==> config.mk <==
export PLATFORM = sky130hd
export DESIGN_NAME = rcswitch_send
export DESIGN_NICKNAME = d
export VERILOG_FILES = /design/src/rtl/rcswitch_send.sv
export SDC_FILE = /design/constraint.sdc
export NUM_CORES = 1
export LEC_CHECK = 0
export ABC_AREA = 1
export BUFFER_PORTS_ARGS = -buffer_cell sky130_fd_sc_hd__buf_2
export CAP_MARGIN = 20
export CORE_ASPECT_RATIO = 1.1
export CORE_MARGIN = 1.5
export CORE_UTILIZATION = 59
export DETAILED_ROUTE_END_ITERATION = 10
export GPL_ROUTABILITY_DRIVEN = 1
export MAX_ROUTING_LAYER = met4
export PLACE_DENSITY = 0.85
export SYNTH_ARGS = -nofsm -noshare
export SYNTH_HDL_FRONTEND = slang
export SYNTH_SLANG_ARGS = --single-unit
==> constraint.sdc <==
create_clock -name clk -period 10.62 [get_ports clk]
set_clock_uncertainty 0.15 [all_clocks]
set_input_delay 2.124 -clock clk [delete_from_list [all_inputs] [get_ports clk]]
set_output_delay 2.124 -clock clk [all_outputs]
set_load 0.01 [all_outputs]
==> src/rtl/rcswitch_send.sv <==
// rc-switch telegram serializer: latches a 128-bit pre-encoded waveform on send
// and shifts it out MSB-first, each bit held BIT_TICKS cycles, REPEAT times.
module rcswitch_send #(
  parameter int BIT_TICKS = 1,
  parameter int REPEAT    = 1
) (
  input  logic        clk,
  input  logic        rst,
  input  logic        send,
  input  logic [39:0] addr,
  input  logic [39:0] chan,
  input  logic [15:0] stat,
  input  logic [31:0] sync,
  output logic        ready,
  output logic        out,
  output logic        o_dbg_state
);

  localparam int TICK_W = (BIT_TICKS > 1) ? $clog2(BIT_TICKS) : 1;
  localparam int REP_W  = (REPEAT > 1) ? $clog2(REPEAT + 1) : 1;
  localparam logic [TICK_W-1:0] TICK_LAST = TICK_W'(BIT_TICKS - 1);
  localparam logic [REP_W-1:0]  REP_LAST  = REP_W'(REPEAT - 1);

  typedef enum logic {
    S_IDLE = 1'b0,
    S_TX   = 1'b1
  } state_t;

  state_t              r_state, w_next_state;
  logic [127:0]        r_frame, w_frame_nxt;
  logic [6:0]          r_idx, w_idx_nxt;
  logic [TICK_W-1:0]   r_tick, w_tick_nxt;
  logic [REP_W-1:0]    r_rep, w_rep_nxt;
  logic                r_out, w_out_nxt;
  logic                r_ready, w_ready_nxt;
  logic [127:0]        w_frame_in;

  assign w_frame_in  = {addr, chan, stat, sync};
  assign ready       = r_ready;
  assign out         = r_out;
  assign o_dbg_state = r_state;

  always_ff @(posedge clk or posedge rst) begin
    if (rst) begin
      r_state <= S_IDLE;
      r_frame <= '0;
      r_idx   <= '0;
      r_tick  <= '0;
      r_rep   <= '0;
      r_out   <= 1'b0;
      r_ready <= 1'b1;
    end else begin
      r_state <= w_next_state;
      r_frame <= w_frame_nxt;
      r_idx   <= w_idx_nxt;
      r_tick  <= w_tick_nxt;
      r_rep   <= w_rep_nxt;
      r_out   <= w_out_nxt;
      r_ready <= w_ready_nxt;
    end
  end

  // Handshake: a frame is accepted on any rising edge where send=1 and ready=1;
  // send is a level, so holding it high chains frames with one idle cycle between.
  // out/ready are computed one edge ahead so both leave the block registered.
  always_comb begin
    w_next_state = r_state;
    w_frame_nxt  = r_frame;
    w_idx_nxt    = r_idx;
    w_tick_nxt   = r_tick;
    w_rep_nxt    = r_rep;
    w_out_nxt    = 1'b0;
    w_ready_nxt  = 1'b1;
    case (r_state)
      S_IDLE: begin
        if (send) begin
          w_frame_nxt  = w_frame_in;
          w_idx_nxt    = 7'd127;
          w_tick_nxt   = '0;
          w_rep_nxt    = '0;
          w_out_nxt    = w_frame_in[127];
          w_ready_nxt  = 1'b0;
          w_next_state = S_TX;
        end
      end
      S_TX: begin
        w_ready_nxt = 1'b0;
        w_out_nxt   = r_frame[r_idx];
        if (r_tick == TICK_LAST) begin
          w_tick_nxt = '0;
          if (r_idx == 7'd0) begin
            if (r_rep == REP_LAST) begin
              w_next_state = S_IDLE;
              w_rep_nxt    = '0;
              w_out_nxt    = 1'b0;
              w_ready_nxt  = 1'b1;
            end else begin
              w_rep_nxt = r_rep + 1'b1;
              w_idx_nxt = 7'd127;
              w_out_nxt = r_frame[127];
            end
          end else begin
            w_idx_nxt = r_idx - 7'd1;
            w_out_nxt = r_frame[r_idx - 7'd1];
          end
        end else begin
          w_tick_nxt = r_tick + 1'b1;
        end
      end
      default: w_next_state = S_IDLE;
    endcase
  end

endmodule

* After elaboration in Yosys (flattened, before gate mapping)
Index checks and enable logic that the tools add are counted.
Operators by class: $add $sub $neg 3, magnitude comparators 2, equal/unequal tests 4, multiplexer cells 31, bitwise logic cells 1, reduce and logical (&&, ||, !) cells 4
Operators by type and width (number):
- $mux W7 | 4
- $mux W1 | 19
- $lt A7 B8 Y1 const B | 2
- $bmux W1 S7 | 2
- $pmux W7 S2 | 1
- $pmux W1 S2 | 5
- $logic_not A7 Y1 | 1
- $sub A7 B1 Y7 const B | 1
- $reduce_and A3 Y1 | 2
- $ne A2 B2 Y1 const B | 2
- $ne A3 B3 Y1 const B | 1
- $add A1 B1 Y1 const B | 2
- $ne A2 B1 Y1 const B | 1
- $reduce_and A2 Y1 | 1
- $not A1 Y1 | 1
Word-level totals: bits in registers 140, input bits 131, output and inout bits 3, word-level logic and storage cells 52

* Longest topological paths before layout
Gate-level depths: netlist of run 1.
depth after elaboration 6, depth in mapped cells 15, mapped depth without buffers 12

* Worst setup path after synthesis of run 1
No wires, ideal clock.
path type input-to-reg, from input port send, to register r_frame[31], setup time 0.066 ns, data arrival time 2.939 ns, data required time 10.404 ns, slack 7.465 ns, cell stages on the path 6, path buffers 2, cell sequence nand2_1 > inv_2 > buf_2 > clkbuf_1 > nand2_1 > nand2_1
Between the ends: word-level cells in the longest chain between the ends 1
Ends and longest elaborated chain:
- start: declaration | line 9 | input logic send,
- $reduce_and A2 Y1 (no line)
- end signal: assignment | line 54 | r_frame <= w_frame_nxt;
- end: declaration | line 30 | logic [127:0] r_frame, w_frame_nxt;
No other way between the ends. A chain may end at the register's enable or synchronous reset.

* Worst setup path after layout of run 1
from register r_idx[0], to register r_out, in the netlist out
Between the ends: word-level cells in the longest chain between the ends 6, elaborated cells on any way between the ends 9, classes of those cells add/sub: 1; mux: 7; reduce/logical: 1
Ends and longest elaborated chain:
- start: declaration | line 31 | logic [6:0] r_idx, w_idx_nxt;
- start signal: assignment | line 55 | r_idx <= w_idx_nxt;
- $sub A7 B1 Y7 | line 104 | w_out_nxt = r_frame[r_idx - 7'd1];
- $bmux W1 S7 | line 104
- $mux W1 (implied by the code) | line 104
- $mux W1 | line 91 | if (r_idx == 7'd0) begin
- $mux W1 (*) | line 89 | if (r_tick == TICK_LAST) begin
- $pmux W1 S2 (*) | line 74 | case (r_state)
- net w_out_nxt | line 34 | logic r_out, w_out_nxt;
- end signal: assignment | line 58 | r_out <= w_out_nxt;
- end: declaration | line 34
Mark *: on every way through the listed nets, which the timed path passes. The rest lies on a longest branch. The select of a mux whose other input is x is not followed.

==> results of run 1 <==
## placed cells by master (no fill, tap or decap), types with 2 or more instances in the layout
| master | instances |
|---|---|
| a21oi_1 | 8 |
| clkinvlp_4 | 4 |
| buf_2 | 133 |
| nand2_1 | 501 |
| buf_4 | 2 |
| nand2_2 | 5 |
| clkbuf_16 | 17 |
| bufinv_16 | 2 |
| inv_1 | 17 |
| buf_16 | 2 |
| nand3_1 | 126 |
| dfrtp_1 | 136 |
| ha_1 | 2 |
| o21ai_0 | 10 |
| inv_2 | 4 |
| xor2_1 | 2 |
| inv_4 | 2 |
| nor2_1 | 4 |
| o22ai_1 | 3 |
| clkinv_4 | 2 |
| clkbuf_8 | 5 |
## how the worst min path moves through the flow
| stage | to | cells past startpoint | start |
|---|---|---|---|
| after floorplan | r_frame[12] | 2 | r_frame[12] |
| after global placement | r_frame[26] | 2 | r_frame[26] |
| after detailed placement | r_frame[44] | 2 | r_frame[44] |
| after CTS | r_frame[65] | 2 | r_frame[65] |
| after global routing | r_frame[127] | 2 | r_frame[127] |
| final | r_frame[52] | 2 | r_frame[52] |
## metal layers
metal,share of wire [%],track usage (%)
met3,5.2,5.43
met2,49,47.6
met5,0,-
met4,2.3,12.2
met1,43,36.6
## worst max-delay path, stage by stage, from the launching register on
cell and delay (ns):
dfrtp_2 0.63, buf_12 0.27, inv_2 0.71, ha_1 0.97
inv_2 0.54, a21oi_1 0.23, o21ai_0 0.10, nand3_1 0.10
nand3_1 0.07, nand3_1 0.11, nand3_1 0.09, nand3_1 0.12
nand3_1 0.07
## Yosys cell counts
master	number
dfstp_2	1
a21oi_1	8
nor2_1	4
xor2_2	1
o21ai_0	10
clkbuf_1	17
buf_2	20
o22ai_1	3
ha_1	2
inv_2	5
buf_6	9
o21ai_1	1
nand3_1	126
nor3_2	1
nor3_1	1
buf_4	4
nand2_1	502
inv_4	1
xor2_1	2
nand2_2	5
dfrtp_1	137
inv_1	18
## metrics by stage
step                      setup WS (ns)  hold slack, ns  area [sq um]
after floorplan                    4.65           0.299          6590
after global routing               6.04           0.349          7860
after global placement             6.11           0.314          7180
after detailed placement           5.96           0.315          7180
after CTS                          5.88           0.332          7790
final                              6.32           0.333          7860
## flip-flops by register name, summed over array words and instances (netlist names)
| register | flops |
|---|---|
| r_frame | 128 |
| r_idx | 7 |
| o_dbg_state | 1 |
| out | 1 |
| ready | 1 |
## report_power, final
group          switching [uW]  internal [uW]  total (uW)  leakage [uW]
registers                   0            526         526       0.00188
logic                    16.1           16.7        32.8       0.00218
clock network             218            377         595      0.000288
total                     234            920        1150       0.00434
## cells by family after synthesis
logic type	Yosys count	share of synthesized area (%)
simple gates	639	39.1
xor+xnor	3	0.513
compound gates	22	1.73
buf+inv	74	5.88
flops	138	52.4
fa+ha+maj	2	0.380
## cell type report
class                      instances  area (sq um)
tap                              147           184
fill                             891          3050
timing repair buffer             138           756
inverter                          24           100
clock inverter                     9           113
sequential                       138          3460
clock buffer                      23           498
multi-input combinational        666          2760
==> flow_summary.ini, run 1 <==
[status]
status = finished clean

[clocking]
clk_path_buf_depth = 2
tritoncts = done
path_clk_slew_ns = 0.05
hold_buffers = 0
cts-resized-gates = 0
postCtsSetupBuffers = 0
cts_num_sinks = 138
h-tree-depth = 4
insertion_delay_ns = 0.41
numCtsBuffers = 17
clock-root-buffer = clkbuf_16

[floorplanning]
die_x_um = 104
die_h_um = 114
ios = 134
start_util_pct = 60.4
die_area_sq_mm = 0.0118
core_sq_mm = 0.0109
num_rows = 40

[worst_hold_path]
hold_path_class = flip-flop to flip-flop

[timing]
timing.slew.headroom_pct = 30.9
min_period_ns = 4.30
worstMarginPinSlew_ns = 1.04
setup_viol = 0
timing.fmax_mhz = 233
fin_tns_setup_ns = 0
rsz0062_at_grt = false
finalMaxSlewViolations = 0
fin_crit_sh_pct = 40.5
finalHoldViolCount = 0

[place]
hpwl_um = 10000
port_buffers = 133
place_congestion = 0.878
dpl.cell_count = 1110

[synth]
syn_inst = 878
ys_ff_latch = 138
synth_largest_area_cell = dfrtp_1
syn_area_per_cell_sq_um = 7.51
ys_seq_area_share_pct = 52.4
synth.distinct_cells = 22
synth.net_count = 1011
synthTopCellsByArea = dfrtp_1 (52%), nand2_1 (29%), nand3_1 (9.6%)
yosys_warnings = 0
synth.top_cell.area_share_pct = 52.0
syn_area_sq_mm = 0.00659

[drt]
ant_nets = 0
first_iter_violations = 474
wl_per_cell_um = 13.9
wl_um = 15900
drt_pre_antenna_iters = 5
route.detailed.drc = 0
detail_route.vias_per_cell = 5.25
vias = 6007

[worst_setup_path]
cp-end-kind = flip-flop
rr_startpoint = r_idx[0]
r2r_cells = 12
crit_type = flip-flop to flip-flop
startpoint = r_idx[0]
required_ns = 10.76
endpoint = out
cp-start-kind = flip-flop
reg2reg_to = out
crit_fanout = 62
r2r_slack_ns = 6.32
critPathArrivalTime_ns = 4.44

[final_layout]
areaGrowthSynthToFinish_pct = 19.3
nets = 1118
fin_cells = 1145
layout-drive-gt1-share_pct = 18.6
diodes = 0
fin_util_pct = 72.1

[power_and_ir_drop]
p_total_uw = 1150
peakVddDrop_v = 0.000111
p_leak_uw = 0.00434
p_per_area_mw_per_mm2 = 147

[global_routing]
antenna_found_initial = 0
grt_max_degree = 134
grt_pass1_vias = 5724
gr-total-overflow = 0
grt_pass1_wl_um = 26400
grt_use_total_pct = 29.3

[job]
cap_violations = 0
Power figures use the tool's default switching activity.
==> inputs of run 2 (changes only) <==
--- a/config.mk
+++ b/config.mk
@@ -10,11 +10,11 @@
 export CAP_MARGIN = 20
 export CORE_ASPECT_RATIO = 1.1
 export CORE_MARGIN = 1.5
-export CORE_UTILIZATION = 59
+export CORE_UTILIZATION = 50
 export DETAILED_ROUTE_END_ITERATION = 10
 export GPL_ROUTABILITY_DRIVEN = 1
 export MAX_ROUTING_LAYER = met4
-export PLACE_DENSITY = 0.85
+export PLACE_DENSITY = 0.77
 export SYNTH_ARGS = -nofsm -noshare
 export SYNTH_HDL_FRONTEND = slang
 export SYNTH_SLANG_ARGS = --single-unit
==> constraint.sdc (replaced) <==
create_clock -name clk -period 3.66 [get_ports clk]
set_clock_uncertainty 0.15 [all_clocks]
set_input_delay 0.732 -clock clk [delete_from_list [all_inputs] [get_ports clk]]
set_output_delay 0.732 -clock clk [all_outputs]
set_load 0.01 [all_outputs]
==> flow_summary.ini, run 2 (synthesis results as in run 1) <==
[clocking]
clock-root-buffer = clkbuf_16
insertion_delay_ns = 0.42
postCtsSetupBuffers = 0
cts_num_sinks = 138
h-tree-depth = 4
path_clk_slew_ns = 0.06
clk_path_buf_depth = 2
numCtsBuffers = 17
tritoncts = done
hold_buffers = 0
cts-resized-gates = 0

[place]
place_congestion = 0.823
hpwl_um = 10300
port_buffers = 133

[timing]
min_period_ns = 2.52
timing.fmax_mhz = 397
setup_viol = 0
rsz0062_at_grt = false
worstMarginPinSlew_ns = 0.711
finalMaxSlewViolations = 0
timing.slew.headroom_pct = 52.6
finalHoldViolCount = 0
fin_crit_sh_pct = 68.8
fin_tns_setup_ns = 0

[floorplanning]
die_area_sq_mm = 0.0139
core_sq_mm = 0.0128
die_h_um = 123
num_rows = 43
start_util_pct = 51.7
die_x_um = 112
ios = 134

[final_layout]
areaGrowthSynthToFinish_pct = 17.5
fin_util_pct = 60.8
largest_reg_flops = 128
regMostFlops = r_frame
layout-drive-gt1-share_pct = 18.1
reg.largest.list = r_frame (128), r_idx (7)
mostFrequentLayoutCells = nand2_1 (501), dfrtp_1 (136), buf_2 (133)
nets = 1119
final_common_cell = nand2_1
nFillCells = 1176

[power_and_ir_drop]
comb_power_share_pct = 3.2
swShare_pct = 20.6
clkPwrFrac_pct = 47.8
peakVddDrop_v = 0.000325
p_leak_uw = 0.00429
internal-power_uw = 2470
netSwitchingPower_uw = 642
p_seq_share_pct = 49.0
p_per_area_mw_per_mm2 = 402

[worst_setup_path]
cp-end-kind = flip-flop
crit_fanout = 38
crit_type = flip-flop to flip-flop
critPathArrivalTime_ns = 2.67
cp-start-kind = flip-flop
required_ns = 3.82

[drt]
first_iter_violations = 344
drt_pre_antenna_iters = 10
route.detailed.drc = 4
wl_per_cell_um = 13.8
ant_nets = 0
vias = 5856
detail_route.vias_per_cell = 5.08
wl_um = 15900

[global_routing]
grt_max_degree = 139
grt_pass1_vias = 5598
gr-total-overflow = 0
antenna_found_initial = 1
grt_pass1_wl_um = 26700
grt_use_total_pct = 25.4

[status]
status = finished with violations
violations = DRC

[worst_hold_path]
hold_path_class = flip-flop to flip-flop

[job]
cap_violations = 0
run 2: cell types whose count changed in the layout (fill, tap and decap cells not counted), sizes merged:
| cell | change |
|---|---|
| clkbuf | +1 |
| clkinvlp | -3 |
| bufinv | -2 |
| clkinv | +1 |
| buf | +1 |
| diode | +1 |
| inv | -1 |
run 2: layer usage:
layer,global-route usage [%],vias to the layer above,share of wire [%]
li1,-,2957,-
met1,33.1,2709,46
met2,39.1,161,47
met3,5.83,29,5.1
met4,9.73,0,2.0
met5,-,-,0
run 2: path summary, 6_finish.rpt:
path	depth (start not counted)	slack [ns]	to	from
setup / recovery	10	1.14	out	r_idx[0]
hold / removal	2	0.33	r_frame[100]	r_frame[100]
setup reg to reg	10	1.14	out	r_idx[0]
hold reg to reg	2	0.33	r_frame[100]	r_frame[100]
max in group asynchronous	3	2.46	r_idx[0]	rst
min in group asynchronous	3	0.39	r_frame[17]	rst
run 2: critical path, stage by stage (launching register included):
cell and delay (ns):
dfrtp_2 0.58, inv_2 0.07, ha_1 0.34, inv_2 0.49, nand3_1 0.14, nand3_1 0.12
nand3_1 0.10, nand3_1 0.12, nand3_1 0.09, nand3_1 0.13, nand3_1 0.08
run 2: through the flow:
stage / power [uW] / hold WS (ns) / instance area (sq um) / setup WS, ns / std cells
6_report: 3120 / 0.326 / 7750 / 1.14 / 1153
5_1_grt: 3220 / 0.346 / 7750 / 0.960 / 1153
4_1_cts: 3130 / 0.330 / 7740 / 1.13 / 1152
3_5_place_dp: 1650 / 0.315 / 7240 / 1.13 / 1124
3_3_place_gp: 1650 / 0.312 / 7240 / 1.14 / 1124
2_1_floorplan: 1580 / 0.299 / 6600 / 1.06 / 878
run 2: area by class of cell:
type	count	area (sq um)	area share, %
Tap cell	157	196	2.54
Inverter	24	98.8	1.28
Antenna cell	1	2.50	0.0323
Multi-Input combinational cell	666	2760	35.6
Sequential cell	138	3460	44.6
Clock buffer	24	482	6.22
Clock inverter	4	20.0	0.258
Timing Repair Buffer	139	736	9.50
run 2: power by group through the flow:
stage               registers, uW  logic [uW]  clock network, uW
floorplan                    1550        22.4                  0
global placement             1550         100                  0
detailed placement           1550         100                  0
CTS                          1530         101               1510
global route                 1530         113               1580
finish                       1530        98.4               1490
